===== src/rtl/cpu4_pkg.sv =====
// Shared opcode map and sequencer state type for the 4-bit CPU.
// Instruction word: opcode in [7:4], immediate operand in [3:0].
package cpu4_pkg;

    localparam logic [3:0] OP_NOP = 4'b0000;
    localparam logic [3:0] OP_LDA = 4'b0001;
    localparam logic [3:0] OP_LDB = 4'b0010;
    localparam logic [3:0] OP_SWP = 4'b0011;
    localparam logic [3:0] OP_ADD = 4'b0100;
    localparam logic [3:0] OP_SUB = 4'b0101;
    localparam logic [3:0] OP_OR  = 4'b0110;
    localparam logic [3:0] OP_AND = 4'b0111;
    localparam logic [3:0] OP_NOT = 4'b1000;
    localparam logic [3:0] OP_JMP = 4'b1001;
    localparam logic [3:0] OP_JOV = 4'b1010;
    localparam logic [3:0] OP_CLO = 4'b1011;
    localparam logic [3:0] OP_HLT = 4'b1111;

    typedef enum logic [2:0] {
        IDLE,
        FETCH,
        DECODE,
        EXEC,
        WB,
        HALT
    } seq_state_t;

    // Opcodes that are forwarded to the external ALU.
    function automatic logic is_alu_op(input logic [3:0] op);
        return (op >= OP_ADD) && (op <= OP_NOT);
    endfunction

endpackage


===== src/rtl/alu_sequencer_if.sv =====
// Program-ROM and ALU bus between the sequencer (master) and the datapath
// blocks it drives (slave side: ROM and external ALU).
interface alu_sequencer_if #(
    parameter int unsigned PC_W = 4
);
    logic [PC_W-1:0] rom_addr;
    logic            rom_en;
    logic [7:0]      rom_data;
    logic [3:0]      alu_op;
    logic [3:0]      alu_a;
    logic [3:0]      alu_b;
    logic [3:0]      alu_result;
    logic            alu_ovf;

    modport master (
        output rom_addr, rom_en, alu_op, alu_a, alu_b,
        input  rom_data, alu_result, alu_ovf
    );

    modport slave (
        input  rom_addr, rom_en, alu_op, alu_a, alu_b,
        output rom_data, alu_result, alu_ovf
    );
endinterface


===== src/rtl/alu_sequencer.sv =====
// Multi-cycle control FSM for the 4-bit CPU: fetches from a synchronous ROM,
// owns A/B/PC, drives the external ALU and writes results back (4 cycles/instr).
module alu_sequencer
    import cpu4_pkg::*;
#(
    parameter int unsigned    PC_W     = 4,
    parameter logic [PC_W-1:0] RESET_PC = '0
) (
    input  logic                clk,
    input  logic                rst,
    input  logic                start,
    alu_sequencer_if.master     bus,
    output logic [3:0]          acc_out,
    output logic                ovf_flag,
    output logic                busy,
    output logic                halted
);

    seq_state_t      state_q, state_d;
    logic [PC_W-1:0] pc_q, pc_d;
    logic [PC_W-1:0] next_pc_q, next_pc_d;
    logic [3:0]      a_q, a_d;
    logic [3:0]      b_q, b_d;
    logic [7:0]      ir_q, ir_d;
    logic            ovf_q, ovf_d;
    logic            rom_en_q, rom_en_d;
    logic [3:0]      alu_op_q, alu_op_d;
    logic            busy_q, busy_d;
    logic            halted_q, halted_d;

    always_comb begin
        state_d   = state_q;
        pc_d      = pc_q;
        next_pc_d = next_pc_q;
        a_d       = a_q;
        b_d       = b_q;
        ir_d      = ir_q;
        ovf_d     = ovf_q;

        unique case (state_q)
            IDLE, HALT: begin
                if (start) begin
                    state_d = FETCH;
                    pc_d    = RESET_PC;
                    ovf_d   = 1'b0;
                end
            end
            FETCH:  state_d = DECODE;
            DECODE: begin
                ir_d    = bus.rom_data;
                state_d = EXEC;
            end
            EXEC: begin
                state_d   = WB;
                next_pc_d = pc_q + PC_W'(1);
                case (ir_q[7:4])
                    OP_LDA: a_d = ir_q[3:0];
                    OP_LDB: b_d = ir_q[3:0];
                    OP_SWP: begin
                        a_d = b_q;
                        b_d = a_q;
                    end
                    OP_ADD, OP_SUB, OP_OR, OP_AND, OP_NOT: begin
                        // On overflow the ALU result is discarded; A keeps its value.
                        if (bus.alu_ovf) ovf_d = 1'b1;
                        else             a_d   = bus.alu_result;
                    end
                    OP_JMP: next_pc_d = PC_W'(ir_q[3:0]);
                    OP_JOV: begin
                        if (ovf_q) next_pc_d = PC_W'(ir_q[3:0]);
                        ovf_d = 1'b0;
                    end
                    OP_CLO: ovf_d = 1'b0;
                    default: ;
                endcase
            end
            WB: begin
                pc_d    = next_pc_q;
                state_d = (ir_q[7:4] == OP_HLT) ? HALT : FETCH;
            end
            default: state_d = IDLE;
        endcase

        // Outputs are decoded from the next state so they register in step with it.
        rom_en_d = (state_d == FETCH);
        busy_d   = (state_d inside {FETCH, DECODE, EXEC, WB});
        halted_d = (state_d == HALT);
        alu_op_d = ((state_d == EXEC) && is_alu_op(ir_d[7:4])) ? ir_d[7:4] : OP_NOP;
    end

    always_ff @(posedge clk or posedge rst) begin
        if (rst) begin
            state_q   <= IDLE;
            pc_q      <= RESET_PC;
            next_pc_q <= RESET_PC;
            a_q       <= '0;
            b_q       <= '0;
            ir_q      <= '0;
            ovf_q     <= 1'b0;
            rom_en_q  <= 1'b0;
            alu_op_q  <= OP_NOP;
            busy_q    <= 1'b0;
            halted_q  <= 1'b0;
        end else begin
            state_q   <= state_d;
            pc_q      <= pc_d;
            next_pc_q <= next_pc_d;
            a_q       <= a_d;
            b_q       <= b_d;
            ir_q      <= ir_d;
            ovf_q     <= ovf_d;
            rom_en_q  <= rom_en_d;
            alu_op_q  <= alu_op_d;
            busy_q    <= busy_d;
            halted_q  <= halted_d;
        end
    end

    assign bus.rom_addr = pc_q;
    assign bus.rom_en   = rom_en_q;
    assign bus.alu_op   = alu_op_q;
    assign bus.alu_a    = a_q;
    assign bus.alu_b    = b_q;
    assign acc_out      = a_q;
    assign ovf_flag     = ovf_q;
    assign busy         = busy_q;
    assign halted       = halted_q;

endmodule


===== src/flat_wrapper.sv =====
// flat-port wrapper written by rule: the top's interface ports become plain ports
module alu_sequencer_flat import cpu4_pkg::*;
#(
    parameter int unsigned    PC_W     = 4,
    parameter logic [PC_W-1:0] RESET_PC = '0
)
  (clk, rst, start, acc_out, ovf_flag, busy, halted, bus_rom_addr, bus_rom_en, bus_alu_op, bus_alu_a, bus_alu_b, bus_rom_data, bus_alu_result, bus_alu_ovf);
  alu_sequencer_if #(.PC_W(PC_W)) bus_i ();
  input  logic clk;
  input  logic rst;
  input  logic start;
  output logic [3:0] acc_out;
  output logic ovf_flag;
  output logic busy;
  output logic halted;
  output wire logic [$bits(bus_i.rom_addr)-1:0] bus_rom_addr;
  output wire logic [$bits(bus_i.rom_en)-1:0] bus_rom_en;
  output wire logic [$bits(bus_i.alu_op)-1:0] bus_alu_op;
  output wire logic [$bits(bus_i.alu_a)-1:0] bus_alu_a;
  output wire logic [$bits(bus_i.alu_b)-1:0] bus_alu_b;
  input wire logic [$bits(bus_i.rom_data)-1:0] bus_rom_data;
  input wire logic [$bits(bus_i.alu_result)-1:0] bus_alu_result;
  input wire logic [$bits(bus_i.alu_ovf)-1:0] bus_alu_ovf;
  assign bus_rom_addr = bus_i.rom_addr;
  assign bus_rom_en = bus_i.rom_en;
  assign bus_alu_op = bus_i.alu_op;
  assign bus_alu_a = bus_i.alu_a;
  assign bus_alu_b = bus_i.alu_b;
  assign bus_i.rom_data = bus_rom_data;
  assign bus_i.alu_result = bus_alu_result;
  assign bus_i.alu_ovf = bus_alu_ovf;
  alu_sequencer #(.PC_W(PC_W), .RESET_PC(RESET_PC)) u_core (.clk(clk), .rst(rst), .start(start), .bus(bus_i), .acc_out(acc_out), .ovf_flag(ovf_flag), .busy(busy), .halted(halted));
endmodule

===== config.mk =====
export PLATFORM = sky130hd
export DESIGN_NAME = alu_sequencer_flat
export DESIGN_NICKNAME = d
export VERILOG_FILES = /design/src/rtl/cpu4_pkg.sv /design/src/rtl/alu_sequencer_if.sv /design/src/rtl/alu_sequencer.sv /design/src/flat_wrapper.sv
export SDC_FILE = /design/constraint.sdc
export NUM_CORES = 1
export LEC_CHECK = 0
export BUFFER_PORTS_ARGS = -buffer_cell sky130_fd_sc_hd__buf_4
export CAP_MARGIN = 0
export CORE_ASPECT_RATIO = 1.5
export CORE_MARGIN = 5
export CORE_UTILIZATION = 55
export DETAILED_ROUTE_END_ITERATION = 10
export GPL_TIMING_DRIVEN = 0
export PLACE_DENSITY = 0.83
export SYNTH_ARGS = -nofsm -noshare
export SYNTH_HDL_FRONTEND = slang
export SYNTH_SLANG_ARGS = --single-unit
export TNS_END_PERCENT = 5

===== constraint.sdc =====
create_clock -name clk -period 2.85 [get_ports clk]
set_input_delay 0.1425 -clock clk [delete_from_list [all_inputs] [get_ports clk]]
set_output_delay 0.1425 -clock clk [all_outputs]
set_load 0.005 [all_outputs]

==> impl_metrics.tcl, run 1 <==
set metrics [dict create \
    required_ns 3.00 \
    whs_ns -0.0209 \
    final.setup.tns_ns 0 \
    wl_per_cell_um 13.9 \
    synth_seq_cells 35 \
    synthSimpleGateAreaFrac_pct 16.1 \
    synth_fa_ha_area_share_pct 0.702 \
    ys.flop_type "dfrtp_1" \
    hold_viol_final 35 \
    wirelength_um 3740 \
    cts-hold-fix-buffers 0 \
    skew_ns 0.00660 \
    maxSlewViolCount 0 \
    period_needed_ns 1.55 \
    antenna_found_initial 0 \
    crit_arrival_ns 1.71 \
    nFillCells 270 \
    synth.distinct_cells 42 \
    core_area_um2 3130 \
    violations "hold timing" \
    r2r-start "u_core.ir_q[5]" \
    cp-start-kind "register" \
    synthArstFlopShare_pct 100 \
    die_area_um2 4500 \
    grt_setup_unrepaired "no" \
    drc_errors 0 \
    grt_pass1_wl_um 6390 \
    synth_xor_area_share_pct 1.97 \
    synth_top_area_share_pct 49.2 \
    cts.clk_slew.worst_paths_ns 0.06 \
    dr_total_vias 1450 \
    place_congestion 0.760 \
    synth.area.mux_share_pct 5.76 \
    first_global_vias 1356 \
    syn_area_um2 1780 \
    holdCritPathClass "primary input to async pin" \
    synth_area_leaders "dfrtp_1 49%, o21ai_0 5.9%, nand2_1 4.6%" \
    synth_most_common_cell "dfrtp_1" \
    critPathMaxFanout 10 \
    critical_path_class "register to register" \
    yosys_warnings 0 \
    cts_tree "yes" \
    die_y_um 79.7 \
    firstDrtPassIters 4 \
    finalSetupViolations 0 \
    clock.fmax_mhz 643 \
    syn2layout_area_growth_pct 23.3 \
    status "complete, but fails checks" \
    avgSynthCellArea_um2 9.68 \
    fin_nets 247 \
    initial_core_util_pct 57.0 \
    grt_use_total_pct 18.6 \
    worstSetupEndpointType "register" \
    cts_root_buffer "clkbuf_8" \
    peakVddDrop_mv 0.700 \
    clockBufferDepth 2 \
    clock_sinks 35 \
    antenna_cells 0 \
    synth_compound_area_share_pct 18.5 \
    synthesis.instances 184 \
    grt_max_degree 36 \
    synth-edff-count 0 \
    cp-startpoint "u_core.ir_q[5]" \
    cts_max_level 2 \
    p_leak_nw 1.06 \
    numCtsBuffers 5 \
    dieWidth_um 56.5 \
    grt.overflow.total 0 \
    drt_iter0_drc 55 \
    cts_setup_buffers 0 \
    numPortBuffers 39 \
    cts_resized 0 \
    synth.net_count 201 \
    power_density_nw_per_um2 1040 \
    row_count 25 \
    viasPerCell 5.39 \
    tightest_slew_ns 0.713 \
    synth_top_family_by_area "compound AO/OA/AOI/OAI gates" \
    hpwl_um 2920 \
    layout_worst_path_cycle_share_pct 54.5 \
    clk_latency_ns 0.28 \
    io_pins 40 \
    ys_seq_area_share_pct 49.2 \
    final_core_util_pct 70.2 \
    drive_gt1_share_pct 27.9 \
    slew_headroom_pct 52.4 \
    cap_violations 0 \
    synth_commonest_cells "35 x dfrtp_1, 22 x nand2_1, 21 x o21ai_0" \
    yosysTopAreaCell "dfrtp_1" \
    final_antenna_net_count 0 \
]
-- area by class of cell --
class	instances	area (um2)	share of cell area (%)
plain buffers	15	90.1	4.10
clock buffers	6	72.6	3.30
inverters	13	48.8	2.22
multi-input cells	121	767	34.9
flip-flops and latches	35	876	39.9
well taps	40	50.0	2.28
repair buffers	39	293	13.3
-- worst paths after layout --
check	end	slack [ns]	cells past startpoint
hold reg to reg	u_core.next_pc_q[3]	0.49	2
hold / removal	u_core.state_q[1]	-0.02	2
setup / recovery	u_core.bus.alu_b[3]	1.30	5
setup reg to reg	u_core.bus.alu_b[3]	1.30	5
max in group asynchronous	u_core.ir_q[1]	2.41	2
min in group clk	u_core.ir_q[2]	0.06	3
-- where the power goes --
part / internal, mW / total, mW / switching (mW)
logic: 0.547 / 1.14 / 0.588
registers: 0.684 / 0.831 / 0.146
clock network: 0.162 / 0.317 / 0.154
-- worst max-delay path, cell delays in order, from the launching register on --
cell	delay [ns]
dfrtp_1	0.31
buf_2	0.17
clkbuf_1	0.36
nand4_1	0.35
nand2_1	0.15
o21ai_0	0.09
-- flip-flops by register name, indices dropped and copies added (netlist names) --
| register | flops |
|---|---|
| u_core.ovf_flag | 1 |
| u_core.halted | 1 |
| u_core.next_pc_q | 4 |
| u_core.bus.rom_en | 1 |
| u_core.state_q | 3 |
| u_core.busy | 1 |
| u_core.bus.rom_addr | 4 |
| u_core.bus.alu_op | 4 |
| u_core.acc_out | 4 |
| u_core.bus.alu_b | 4 |
| u_core.ir_q | 8 |
-- kinds of logic (layout without fill, tap and decap cells) --
group / after synthesis / in the layout
flip-flops: 35 / 35
AND/OR/NAND/NOR: 55 / 55
multiplexers: 10 / 10
buffers and inverters: 28 / 73
adder cells (fa/ha/maj): 1 / 1
AO/OA/AOI/OAI: 51 / 51
XOR/XNOR: 4 / 4
-- metrics by stage --
| stage | power [mW] | worst slack [ns] | cell area, um2 | hold slack [ns] | std cells |
|---|---|---|---|---|---|
| finish | 2.28 | 1.30 | 2200 | -0.0209 | 269 |
| global route | 2.48 | 1.03 | 2200 | 0.0598 | 269 |
| CTS | 2.30 | 1.26 | 2200 | 0.0545 | 269 |
| detailed placement | 1.98 | 1.27 | 2120 | 0.350 | 263 |
| global placement | 1.94 | 1.31 | 2120 | 0.346 | 263 |
| floorplan | 1.59 | 1.46 | 1780 | 0.259 | 184 |
-- layout by cell type (no fill, tap or decap), types with 2 or more instances in the layout --
| cell | synthesis | routed |
|---|---|---|
| inv_1 | 13 | 12 |
| nand4_1 | 2 | 2 |
| and3b_1 | 3 | 3 |
| nand2_1 | 22 | 22 |
| a31oi_1 | 10 | 10 |
| and2_1 | 3 | 3 |
| nor2_1 | 11 | 11 |
| clkbuf_8 | 0 | 5 |
| buf_2 | 5 | 5 |
| o21ai_1 | 2 | 2 |
| o211ai_1 | 4 | 4 |
| nor2b_1 | 2 | 2 |
| a22o_1 | 3 | 3 |
| dfrtp_1 | 35 | 35 |
| nand3b_1 | 2 | 2 |
| nor3_1 | 2 | 2 |
| mux2_2 | 2 | 2 |
| clkbuf_1 | 3 | 4 |
| buf_4 | 5 | 44 |
| xnor2_1 | 3 | 3 |
| a21oi_1 | 3 | 3 |
| o21ai_0 | 21 | 21 |
| mux2i_1 | 8 | 8 |
-- routing by layer --
layer  up-vias  track usage (%)  share of wire (%)
met5         -                0                  0
met4         0             8.55                2.1
met3         6             4.37                5.5
met2        36             32.4                 54
met1       683             21.2                 39
li1        725                -                  -
(Power assumes the default switching activity.)
==> inputs of run 2 (changes only) <==
--- a/config.mk
+++ b/config.mk
@@ -9,10 +9,10 @@
 export CAP_MARGIN = 0
 export CORE_ASPECT_RATIO = 1.5
 export CORE_MARGIN = 5
-export CORE_UTILIZATION = 55
+export CORE_UTILIZATION = 53
 export DETAILED_ROUTE_END_ITERATION = 10
 export GPL_TIMING_DRIVEN = 0
-export PLACE_DENSITY = 0.83
+export PLACE_DENSITY = 0.8
 export SYNTH_ARGS = -nofsm -noshare
 export SYNTH_HDL_FRONTEND = slang
 export SYNTH_SLANG_ARGS = --single-unit
==> constraint.sdc (replaced) <==
create_clock -name clk -period 1.6 [get_ports clk]
set_input_delay 0.08 -clock clk [delete_from_list [all_inputs] [get_ports clk]]
set_output_delay 0.08 -clock clk [all_outputs]
set_load 0.005 [all_outputs]
==> impl_metrics.tcl, run 2 (synthesis gave the netlist of run 1 again) <==
set metrics [dict create \
    mostFrequentLayoutCell "buf_4" \
    slew_headroom_pct 51.9 \
    endpoint "u_core.ir_q[3]" \
    r2r-start "u_core.state_q[2]" \
    io_pins 40 \
    cp-startpoint "u_core.state_q[2]" \
    cap_violations 0 \
    die_area_um2 4650 \
    dieWidth_um 57.3 \
    final.setup.tns_ns 0 \
    drive_gt1_share_pct 30.8 \
    place_ws_ns 0.0572 \
    numCtsBuffers 5 \
    viasPerCell 5.59 \
    antenna_cells 0 \
    power_density_nw_per_um2 1910 \
    hpwl_um 3210 \
    clk_latency_ns 0.29 \
    antenna_found_initial 0 \
    r2r_end "u_core.ir_q[3]" \
    layout_worst_path_cycle_share_pct 95.5 \
    crit_arrival_ns 1.68 \
    wirelength_um 4320 \
    clockBufferDepth 2 \
    tightest_slew_ns 0.720 \
    cts_tree "yes" \
    fin_ws_ns 0.0723 \
    cts.clk_slew.worst_paths_ns 0.07 \
    clock.fmax_mhz 655 \
    grt_pass1_wl_um 7250 \
    finalSetupViolations 0 \
    clock_sinks 35 \
    cts_root_buffer "clkbuf_8" \
    top_register "u_core.ir_q" \
    row_count 25 \
    skew_ns 0.00870 \
    status "complete, no violations" \
    cp-start-kind "register" \
    grt.overflow.total 0 \
    placed_cells 263 \
    rr_worst_depth 4 \
    numPortBuffers 39 \
    core_area_um2 3190 \
    required_ns 1.76 \
    holdCritPathClass "primary input to register" \
    fin_nets 250 \
    final_area_um2 2280 \
    drc_errors 0 \
    grt_setup_unrepaired "yes" \
    syn2layout_area_growth_pct 28.2 \
    total_power_mw 4.35 \
    hold_viol_final 0 \
    whs_ns 0.00111 \
    peakVddDrop_mv 1.29 \
    grt_use_total_pct 20.0 \
    die_y_um 81.0 \
    firstDrtPassIters 4 \
    wl_per_cell_um 15.7 \
    first_global_vias 1589 \
    hold_start "bus_rom_data[2]" \
    largest_reg_flops 8 \
    drt_iter0_drc 47 \
    stdcell_count 274 \
    final_antenna_net_count 0 \
    reg2reg_slack_ns 0.07 \
    final_cell_mix "44 x buf_4, 35 x dfrtp_1, 22 x nand2_1" \
    worstSetupEndpointType "register" \
    placed_area_um2 2120 \
    maxSlewViolCount 0 \
    grt_max_degree 36 \
    p_leak_nw 1.09 \
    final_core_util_pct 71.6 \
    cts_max_level 2 \
    critPathMaxFanout 10 \
    initial_core_util_pct 55.8 \
    place_congestion 0.827 \
    period_needed_ns 1.53 \
    critical_path_class "register to register" \
    dr_total_vias 1533 \
]
## run 2: metal layers
metal	GRT usage (%)	vias up	share of wire (%)
met3	4.93	6	5.1
met4	6.73	0	1.3
li1	-	740	-
met2	37.6	43	55
met5	0	-	0
met1	21.5	744	39
## run 2: worst min path at each step
stage	end	slack, ns	cells after the start
floorplan	u_core.ir_q[0]	0.20	2
global placement	u_core.ir_q[2]	0.28	3
detailed placement	u_core.ir_q[3]	0.29	3
CTS	u_core.ir_q[2]	0.0005	3
global route	u_core.ir_q[2]	0.003	3
finish	u_core.ir_q[2]	0.001	3
## run 2: power by group
group          internal, mW  leakage, nW  switching [mW]  total, mW
logic                  1.02        0.596            1.12       2.13
registers              1.22        0.444           0.299       1.52
clock network         0.393       0.0515           0.307      0.700
total                  2.63         1.09            1.72       4.35
## run 2: final cells by class
type	count	area, um2
inverter	13	52.6
buffer	15	95.1
tap	40	50.0
clock buffer	8	100
sequential	35	876
multi-input combinational	121	790
timing repair buffer	42	320
fill	263	907
## run 2: worst max-delay path, cell delays in order, from the launching register on
cell,delay (ns)
dfrtp_1,0.37
buf_2,0.18
nor3_2,0.39
clkbuf_1,0.33
o21ai_0,0.12
## run 2: timing repair
action                                  in CTS  in global routing
endpoints found under the hold margin        1                 35
endpoints found under the setup margin       0                 17
hold buffers                                 1                  1
gates resized for setup                      0                  8
setup buffers                                0                  1
==> inputs of run 3 (changes only) <==
--- a/config.mk
+++ b/config.mk
@@ -5,7 +5,7 @@
 export SDC_FILE = /design/constraint.sdc
 export NUM_CORES = 1
 export LEC_CHECK = 0
-export BUFFER_PORTS_ARGS = -buffer_cell sky130_fd_sc_hd__buf_4
+export BUFFER_PORTS_ARGS = -buffer_cell sky130_fd_sc_hd__buf_2
 export CAP_MARGIN = 0
 export CORE_ASPECT_RATIO = 1.5
 export CORE_MARGIN = 5
==> impl_metrics.tcl, run 3 (synthesis gave the netlist of run 1 again) <==
set metrics [dict create \
    sequentialPowerShare_pct 36.3 \
    place_congestion 0.824 \
    clock_sinks 35 \
    swShare_pct 40.3 \
    cts_root_buffer "clkbuf_8" \
    grt_use_total_pct 18.4 \
    worstSetupEndpointType "register" \
    firstDrtPassIters 5 \
    final.setup.tns_ns 0 \
    required_ns 1.80 \
    drc_errors 0 \
    numPortBuffers 39 \
    wl_per_cell_um 14.5 \
    antenna_cells 0 \
    p_clk_share_pct 15.7 \
    mostFrequentLayoutCell "buf_2" \
    fin_nets 252 \
    cap_violations 0 \
    dieWidth_um 57.3 \
    hpwl_um 2930 \
    period_needed_ns 1.55 \
    antenna_found_initial 0 \
    viasPerCell 5.49 \
    grt_max_degree 36 \
    hold_viol_final 0 \
    first_global_vias 1448 \
    r2r-start "u_core.ir_q[4]" \
    placed_cells 263 \
    die_area_um2 4650 \
    die_y_um 81.0 \
    row_count 25 \
    cts_tree "yes" \
    io_pins 40 \
    cts_max_level 2 \
    drt_iter0_drc 51 \
    p_int_mw 2.45 \
    clk_latency_ns 0.29 \
    stdcell_count 275 \
    fin_ws_ns 0.0455 \
    critPathMaxFanout 10 \
    grt.overflow.total 0 \
    drive_gt1_share_pct 29.4 \
    numCtsBuffers 5 \
    maxSlewViolCount 0 \
    final_core_util_pct 68.5 \
    hold_start "bus_rom_data[3]" \
    finalSetupViolations 0 \
    holdCritPathClass "primary input to register" \
    wirelength_um 3980 \
    layout_worst_path_cycle_share_pct 97.2 \
    grt_pass1_wl_um 6590 \
    place_ws_ns 0.0487 \
    crit_arrival_ns 1.76 \
    p_switching_mw 1.65 \
    initial_core_util_pct 55.8 \
    dr_total_vias 1510 \
    cp-startpoint "u_core.ir_q[4]" \
    peakVddDrop_mv 1.36 \
    final_antenna_net_count 0 \
    slew_headroom_pct 51.0 \
    final_cell_mix "44 x buf_2, 35 x dfrtp_1, 22 x nand2_1" \
    status "complete, no violations" \
    largest_reg_flops 8 \
    cts.clk_slew.worst_paths_ns 0.07 \
    tightest_slew_ns 0.733 \
    syn2layout_area_growth_pct 22.8 \
    clockBufferDepth 2 \
    top_register "u_core.ir_q" \
    critical_path_class "register to register" \
    p_leak_nw 1.07 \
    skew_ns 0.00450 \
    core_area_um2 3190 \
    cp-start-kind "register" \
    power_density_nw_per_um2 1880 \
    grt_setup_unrepaired "no" \
    clock.fmax_mhz 643 \
    comb_power_share_pct 48.0 \
]
run 3: final timing paths:
path,endpoint,slack [ns],cells after the start
worst max register to register,u_core.acc_out[1],0.05,5
min in group asynchronous,u_core.state_q[1],0.47,3
worst max-delay path,u_core.acc_out[1],0.05,5
worst min register to register,u_core.next_pc_q[3],0.49,2
max in group asynchronous,u_core.acc_out[0],0.66,3
worst min-delay path,u_core.ir_q[3],0.004,3
run 3: power groups by stage:
stage          clock [mW]  combinational (mW)  sequential, mW
2_1_floorplan           0                1.38            1.45
3_3_place_gp            0                1.85            1.48
3_5_place_dp            0                1.90            1.49
4_1_cts             0.660                1.91            1.48
5_1_grt             0.695                2.21            1.54
6_report            0.645                1.97            1.49
run 3: layout make-up:
type                    instances  area [um2]
well taps                      40        50.0
fillers                       272        1000
clock inverters                 1        5.00
clock buffers                   6        82.6
multi-input cells             121         785
inverters                      13        52.6
repair buffers                 44         243
flip-flops and latches         35         876
plain buffers                  15        93.8
run 3: repair_timing:
| action | in CTS | in global routing |
|---|---|---|
| hold buffers | 3 | 1 |
| gates resized for setup | 0 | 5 |
| endpoints found under the setup margin | 0 | 13 |
| setup buffers | 0 | 1 |
| endpoints found under the hold margin | 3 | 35 |
run 3: per-layer routing:
metal  part of all wire, %  track usage [%]  up-vias  routed length, um
met3                   6.6             5.56        8                261
li1                      -                -      742                  -
met5                     0                0        -                  0
met1                    39             20.6      704               1540
met2                    53             32.0       56               2120
met4                   1.6             7.89        0                 64
run 3: through the flow:
stage / hold slack [ns] / power [mW] / area (um2)
final: 0.00447 / 4.11 / 2190
after global routing: 0.0286 / 4.45 / 2190
after CTS: 0.00443 / 4.05 / 2140
after detailed placement: 0.287 / 3.40 / 2030
after global placement: 0.284 / 3.33 / 2030
after floorplan: 0.197 / 2.83 / 1780
run 3: worst max-delay path: stages, from the launching register on:
cell and delay, ns:
dfrtp_1 0.42, buf_6 0.16, or4b_4 0.50, o21ai_4 0.11, nand2_1 0.09, a31oi_1 0.19
